===== src/rtl/sd_host_registers.sv =====
// SD host controller register file.
// Holds the transfer/command configuration seen by the command and data
// engines, captures the card response, tracks command inhibit and keeps
// sticky normal/error interrupt status with write-one-to-clear semantics.
module sd_host_registers (
   input  logic         clock,
   input  logic         reset,
   input  logic [4:0]   adr_i,
   input  logic         reg_write_en,
   input  logic         reg_read_en,
   input  logic         command_complete,
   input  logic [127:0] data_i,
   input  logic [127:0] response_i,
   input  logic [15:0]  error_interrupt_status_i,
   input  logic [15:0]  normal_interrupt_status_i,
   output logic [11:0]  block_size,
   output logic [15:0]  block_count,
   output logic [31:0]  argument,
   output logic [15:0]  transfer_mode,
   output logic [15:0]  command,
   output logic [15:0]  present_state,
   output logic [15:0]  timeout_control,
   output logic [2:0]   software_reset,
   output logic [15:0]  error_interrupt_status_o,
   output logic [127:0] data_o
);

   localparam logic [4:0] ADR_BLOCK_SIZE      = 5'd0;
   localparam logic [4:0] ADR_BLOCK_COUNT     = 5'd1;
   localparam logic [4:0] ADR_ARGUMENT        = 5'd2;
   localparam logic [4:0] ADR_TRANSFER_MODE   = 5'd3;
   localparam logic [4:0] ADR_COMMAND         = 5'd4;
   localparam logic [4:0] ADR_RESPONSE        = 5'd5;
   localparam logic [4:0] ADR_PRESENT_STATE   = 5'd6;
   localparam logic [4:0] ADR_TIMEOUT_CONTROL = 5'd7;
   localparam logic [4:0] ADR_SOFTWARE_RESET  = 5'd8;
   localparam logic [4:0] ADR_NORMAL_INT      = 5'd9;
   localparam logic [4:0] ADR_ERROR_INT       = 5'd10;

   logic [11:0]  block_size_r;
   logic [15:0]  block_count_r;
   logic [31:0]  argument_r;
   logic [15:0]  transfer_mode_r;
   logic [15:0]  command_r;
   logic [127:0] response_r;
   logic         inhibit_r;
   logic [15:0]  timeout_control_r;
   logic [2:0]   software_reset_r;
   logic [15:0]  normal_int_r;
   logic [15:0]  error_int_r;
   logic [127:0] data_o_r;

   logic [31:0]  wr_en_s;
   logic         sr_all_s;
   logic         sr_cmd_s;
   logic [15:0]  normal_clr_s;
   logic [15:0]  error_clr_s;
   logic [15:0]  normal_next_s;
   logic [15:0]  error_next_s;
   logic [127:0] rd_data_s;
   logic         unused_data_bits_s;

   // Data bits above the widest register (ARGUMENT) never reach any register.
   assign unused_data_bits_s = ^data_i[127:32];

   // Software reset bit 0 clears the whole file; bit 1 clears only the command path.
   assign sr_all_s = software_reset_r[0];
   assign sr_cmd_s = software_reset_r[0] | software_reset_r[1];

   // One-hot write strobe per register index.
   always_comb begin
      wr_en_s = 32'd0;
      if (reg_write_en) begin
         wr_en_s[adr_i] = 1'b1;
      end else begin
         wr_en_s = 32'd0;
      end
   end

   // Sticky interrupt next-state: a new event in the clearing cycle keeps its bit set.
   always_comb begin
      normal_clr_s = 16'd0;
      error_clr_s  = 16'd0;
      if (wr_en_s[ADR_NORMAL_INT]) begin
         normal_clr_s = data_i[15:0];
      end else begin
         normal_clr_s = 16'd0;
      end
      if (wr_en_s[ADR_ERROR_INT]) begin
         error_clr_s = data_i[15:0];
      end else begin
         error_clr_s = 16'd0;
      end
      normal_next_s = (normal_int_r & ~normal_clr_s) | normal_interrupt_status_i
                      | {15'd0, command_complete};
      error_next_s  = (error_int_r & ~error_clr_s) | error_interrupt_status_i;
   end

   // Read mux: current (pre-write) register contents, zero-extended.
   always_comb begin
      rd_data_s = 128'd0;
      case (adr_i)
         ADR_BLOCK_SIZE:      rd_data_s = {116'd0, block_size_r};
         ADR_BLOCK_COUNT:     rd_data_s = {112'd0, block_count_r};
         ADR_ARGUMENT:        rd_data_s = {96'd0, argument_r};
         ADR_TRANSFER_MODE:   rd_data_s = {112'd0, transfer_mode_r};
         ADR_COMMAND:         rd_data_s = {112'd0, command_r};
         ADR_RESPONSE:        rd_data_s = response_r;
         ADR_PRESENT_STATE:   rd_data_s = {127'd0, inhibit_r};
         ADR_TIMEOUT_CONTROL: rd_data_s = {112'd0, timeout_control_r};
         ADR_SOFTWARE_RESET:  rd_data_s = {125'd0, software_reset_r};
         ADR_NORMAL_INT:      rd_data_s = {112'd0, normal_int_r};
         ADR_ERROR_INT:       rd_data_s = {112'd0, error_int_r};
         default:             rd_data_s = 128'd0;
      endcase
   end

   // Host-writable configuration registers; a full software reset discards same-cycle writes.
   always_ff @(posedge clock) begin
      if (reset || sr_all_s) begin
         block_size_r      <= 12'd0;
         block_count_r     <= 16'd0;
         argument_r        <= 32'd0;
         transfer_mode_r   <= 16'd0;
         command_r         <= 16'd0;
         timeout_control_r <= 16'd0;
      end else begin
         if (wr_en_s[ADR_BLOCK_SIZE])      block_size_r      <= data_i[11:0];
         if (wr_en_s[ADR_BLOCK_COUNT])     block_count_r     <= data_i[15:0];
         if (wr_en_s[ADR_ARGUMENT])        argument_r        <= data_i[31:0];
         if (wr_en_s[ADR_TRANSFER_MODE])   transfer_mode_r   <= data_i[15:0];
         if (wr_en_s[ADR_COMMAND])         command_r         <= data_i[15:0];
         if (wr_en_s[ADR_TIMEOUT_CONTROL]) timeout_control_r <= data_i[15:0];
      end
   end

   // Response capture and command inhibit; issuing a command beats a same-cycle completion.
   always_ff @(posedge clock) begin
      if (reset || sr_cmd_s) begin
         response_r <= 128'd0;
         inhibit_r  <= 1'b0;
      end else begin
         if (command_complete) begin
            response_r <= response_i;
         end else begin
            response_r <= response_r;
         end
         if (wr_en_s[ADR_COMMAND]) begin
            inhibit_r <= 1'b1;
         end else if (command_complete) begin
            inhibit_r <= 1'b0;
         end else begin
            inhibit_r <= inhibit_r;
         end
      end
   end

   // Sticky interrupt status registers.
   always_ff @(posedge clock) begin
      if (reset || sr_all_s) begin
         normal_int_r <= 16'd0;
         error_int_r  <= 16'd0;
      end else begin
         normal_int_r <= normal_next_s;
         error_int_r  <= error_next_s;
      end
   end

   // Self-clearing software reset: a written value lives for exactly one cycle.
   always_ff @(posedge clock) begin
      if (reset) begin
         software_reset_r <= 3'd0;
      end else if (wr_en_s[ADR_SOFTWARE_RESET]) begin
         software_reset_r <= data_i[2:0];
      end else begin
         software_reset_r <= 3'd0;
      end
   end

   // Registered read data; holds between read strobes and ignores software reset.
   always_ff @(posedge clock) begin
      if (reset) begin
         data_o_r <= 128'd0;
      end else if (reg_read_en) begin
         data_o_r <= rd_data_s;
      end else begin
         data_o_r <= data_o_r;
      end
   end

   assign block_size               = block_size_r;
   assign block_count              = block_count_r;
   assign argument                 = argument_r;
   assign transfer_mode            = transfer_mode_r;
   assign command                  = command_r;
   assign present_state            = {15'd0, inhibit_r};
   assign timeout_control          = timeout_control_r;
   assign software_reset           = software_reset_r;
   assign error_interrupt_status_o = error_int_r;
   assign data_o                   = data_o_r;

endmodule


===== config.mk =====
export PLATFORM = sky130hd
export DESIGN_NAME = sd_host_registers
export DESIGN_NICKNAME = d
export VERILOG_FILES = /design/src/rtl/sd_host_registers.sv
export SDC_FILE = /design/constraint.sdc
export NUM_CORES = 1
export LEC_CHECK = 0
export CAP_MARGIN = 20
export CORE_AREA = 2 2 224 226
export CTS_BUF_LIST = sky130_fd_sc_hd__clkbuf_16
export CTS_CLUSTER_SIZE = 24
export DETAILED_ROUTE_END_ITERATION = 10
export DIE_AREA = 0 0 226 228
export HOLD_SLACK_MARGIN = 0.15
export PLACE_DENSITY_LB_ADDON = 0.3
export SLEW_MARGIN = 20
export SYNTH_ARGS = -nofsm -noshare
export SYNTH_HDL_FRONTEND = slang
export SYNTH_SLANG_ARGS = --single-unit

===== constraint.sdc =====
create_clock -name clock -period 5.17 [get_ports clock]
set_clock_uncertainty 0.2 [all_clocks]
set_input_delay 0.517 -clock clock [delete_from_list [all_inputs] [get_ports clock]]
set_output_delay 0.517 -clock clock [all_outputs]
set_load 0.01 [all_outputs]

==> impl_metrics.tcl <==
set metrics [dict create \
    synthDistinctLibCells 45 \
    gp_congestion 0.876 \
    setup_tns_ps 0 \
    ys_seq_area_share_pct 52.1 \
    drive_gt1_share_pct 4.91 \
    grt_first_pass_wirelength_mm 87.4 \
    core_area_mm2 0.0493 \
    required_ps 5410 \
    dp.cells 2710 \
    worstPathMaxFanout 19 \
    p_per_area_mw_per_mm2 309 \
    cts_sinks 400 \
    final_cells 2796 \
    antenna_found_initial 9 \
    min_period_ps 3090 \
    synth-edff-count 0 \
    area.sequential_mm2 0.00801 \
    final.period_utilization_pct 59.8 \
    drt_iter0_drc 1005 \
    fin_nets 2384 \
    internal_power_w 0.00509 \
    fp-row-count 82 \
    clock_latency_ps 570 \
    rsz0062_at_grt "no" \
    ys_async_sr_fraction_pct 0 \
    hold_violations 0 \
    crit_chain "clkdlybuf4s50_1, nor3_4, nand3_1, mux2i_1, nor2_1" \
    ant_nets 0 \
    cts_tree "built" \
    drtPass1Iterations 5 \
    irDropWorstVdd_mv 0.205 \
    synth_seq_cells 400 \
    worstPathArrival_ps 3340 \
    multi_input_area_mm2 0.00667 \
    clk_path_buf_depth 3 \
    drt-total-wl_mm 59.7 \
    max_stage_delay_ps 900 \
    fin_ws_ps 2080 \
    p_leak_nw 8.19 \
    critical_path_class "primary input to flop" \
    synth_cells 1710 \
    grtUsageMet2_pct 36.9 \
    dieArea_mm2 0.0515 \
    post-place-ws_ps 1530 \
    n_fill_cell 4820 \
    maxSlewHeadroom_pct 32.1 \
    overflow 0 \
    endpoint_kind "flop" \
    hp-class "flop to flop" \
    yosysWarnings 0 \
    cts.clk_slew.worst_paths_ps 60 \
    numCtsBuffers 44 \
    yosys.area.top_type "dfxtp_1" \
    status "finished, final reports clean" \
    setup_violations 0 \
    vias 14100 \
    tightestPinTransition_ps 1020 \
    cap_violations 0 \
    worst_setup_path_start_kind "primary input" \
    cts-htree-levels 2 \
    initial_core_util_pct 31.1 \
    grtUsageTotal_pct 22.4 \
    drc 0 \
    synth.area.top_cells "dfxtp_1, mux2i_1, nor2_1" \
    synth_top_area_share_pct 52.1 \
    slowest_stage "nand3_1" \
    grt_max_degree 82 \
    clock_power_share_pct 43.7 \
    ys.flop_type "dfxtp_1" \
    synth_area_per_cell_um2 8.99 \
    dpl.hpwl_mm 41.0 \
    io_pins 569 \
    syn_to_final_growth_pct 41.4 \
    wire_per_inst_um 21.4 \
    layout_common_cells "clkdlybuf4s50_1, dfxtp_1, nor2_1" \
    p_sw_w 0.00164 \
    cts_root_buf "clkbuf_16" \
    top_usage_layer "met2" \
    met3_usage_pct 7.32 \
    die_h_um 228 \
    grt_pass1_vias 13900 \
    final_common_cell "clkdlybuf4s50_1" \
    p_seq_share_pct 47.9 \
    slew_violations 0 \
    fmax_mhz 323 \
    use_met1_pct 26.4 \
    p_comb_share_pct 8.4 \
    synth_area_mm2 0.0154 \
    numPortBuffers 457 \
    die_w_um 226 \
    routed_via_density 5.05 \
    p_sw_share_pct 24.3 \
]
==> metrics by stage <==
stage	instance area [um2]	hold WS, ps	power, W	utilization [%]
after floorplan	15400	247	0.00355	-
after global placement	20300	255	0.00384	41.2
after detailed placement	20300	258	0.00385	41.2
after CTS	21700	267	0.00680	44.0
after global routing	21700	292	0.00697	44.0
final	21700	262	0.00672	44.0
==> cells in the mapped netlist (all sizes together), types with 2 or more instances <==
| master | number |
|---|---|
| a22o | 5 |
| o2bb2ai | 3 |
| nand2 | 213 |
| buf | 67 |
| and3 | 47 |
| a21oi | 155 |
| mux2 | 2 |
| nor2b | 17 |
| nand3b | 2 |
| nor3b | 2 |
| dfxtp | 400 |
| mux2i | 166 |
| and2 | 9 |
| nand4 | 32 |
| clkbuf | 105 |
| a22oi | 102 |
| a311oi | 13 |
| a221oi | 16 |
| nor2 | 296 |
| o22ai | 6 |
| nand3 | 6 |
| nand2b | 2 |
| a211oi | 5 |
| a2111oi | 7 |
| o21ai | 17 |
==> per-layer routing <==
layer	wire length [um]	vias up	share of wire, %
met1	23400	6761	39
li1	-	6643	-
met3	5610	123	9.4
met4	2490	4	4.2
met2	28200	582	47
met5	23	-	0.039
==> power groups by stage <==
stage / clock network (W) / registers [W] / logic, W
floorplan: 0 / 0.00328 / 0.000270
global placement: 0 / 0.00328 / 0.000558
detailed placement: 0 / 0.00329 / 0.000564
CTS: 0.00301 / 0.00322 / 0.000568
global route: 0.00313 / 0.00323 / 0.000606
finish: 0.00293 / 0.00322 / 0.000566
==> worst max-delay path: cells and delay by family <==
kind          cells  cell delay (ps)
buf+inv           1              680
mux               1              390
simple gates      3             1730
==> timing repair <==
action,in CTS,in global routing
setup buffers,0,0
setup endpoints to repair,0,0
resized for setup,0,0
hold endpoints to repair,5,0
hold buffers,1,0
==> registers in the layout, summed over array words and instances, names as in the netlist <==
name and flops:
data_o 128, normal_int_r 16, argument 32, transfer_mode 16, block_size 12, inhibit_r 1, timeout_control 16, command 16
block_count 16, software_reset 3, error_interrupt_status_o 16, response_r 128
==> final cells by class <==
type	instances	area share, %
clock inverter	35	1.07
clock buffer	44	5.07
inverter	1	0.0288
timing repair buffer	488	22.4
tap	672	3.87
antenna	5	0.0576
multi-input combinational	1151	30.7
sequential	400	36.9
==> cells by family after synthesis <==
group | synth area share, %
compound gates | 13.9
buf+inv | 5.18
flops | 52.1
mux | 11.1
other cells | 0.0244
simple gates | 17.6
==> worst paths after layout <==
| path | start | to | slack, ps | depth (start not counted) |
|---|---|---|---|---|
| max | adr_i[3] | block_size[1]$_SDFFE_PP0P_ | 2080 | 5 |
| min | data_o[29]$_SDFFE_PP0P_ | data_o[29]$_SDFFE_PP0P_ | 260 | 2 |
| max reg2reg | software_reset[0]$_SDFF_PP0_ | block_size[5]$_SDFFE_PP0P_ | 3000 | 3 |
| min reg2reg | data_o[29]$_SDFFE_PP0P_ | data_o[29]$_SDFFE_PP0P_ | 260 | 2 |
No activity file was read; power rests on OpenSTA's default activity.
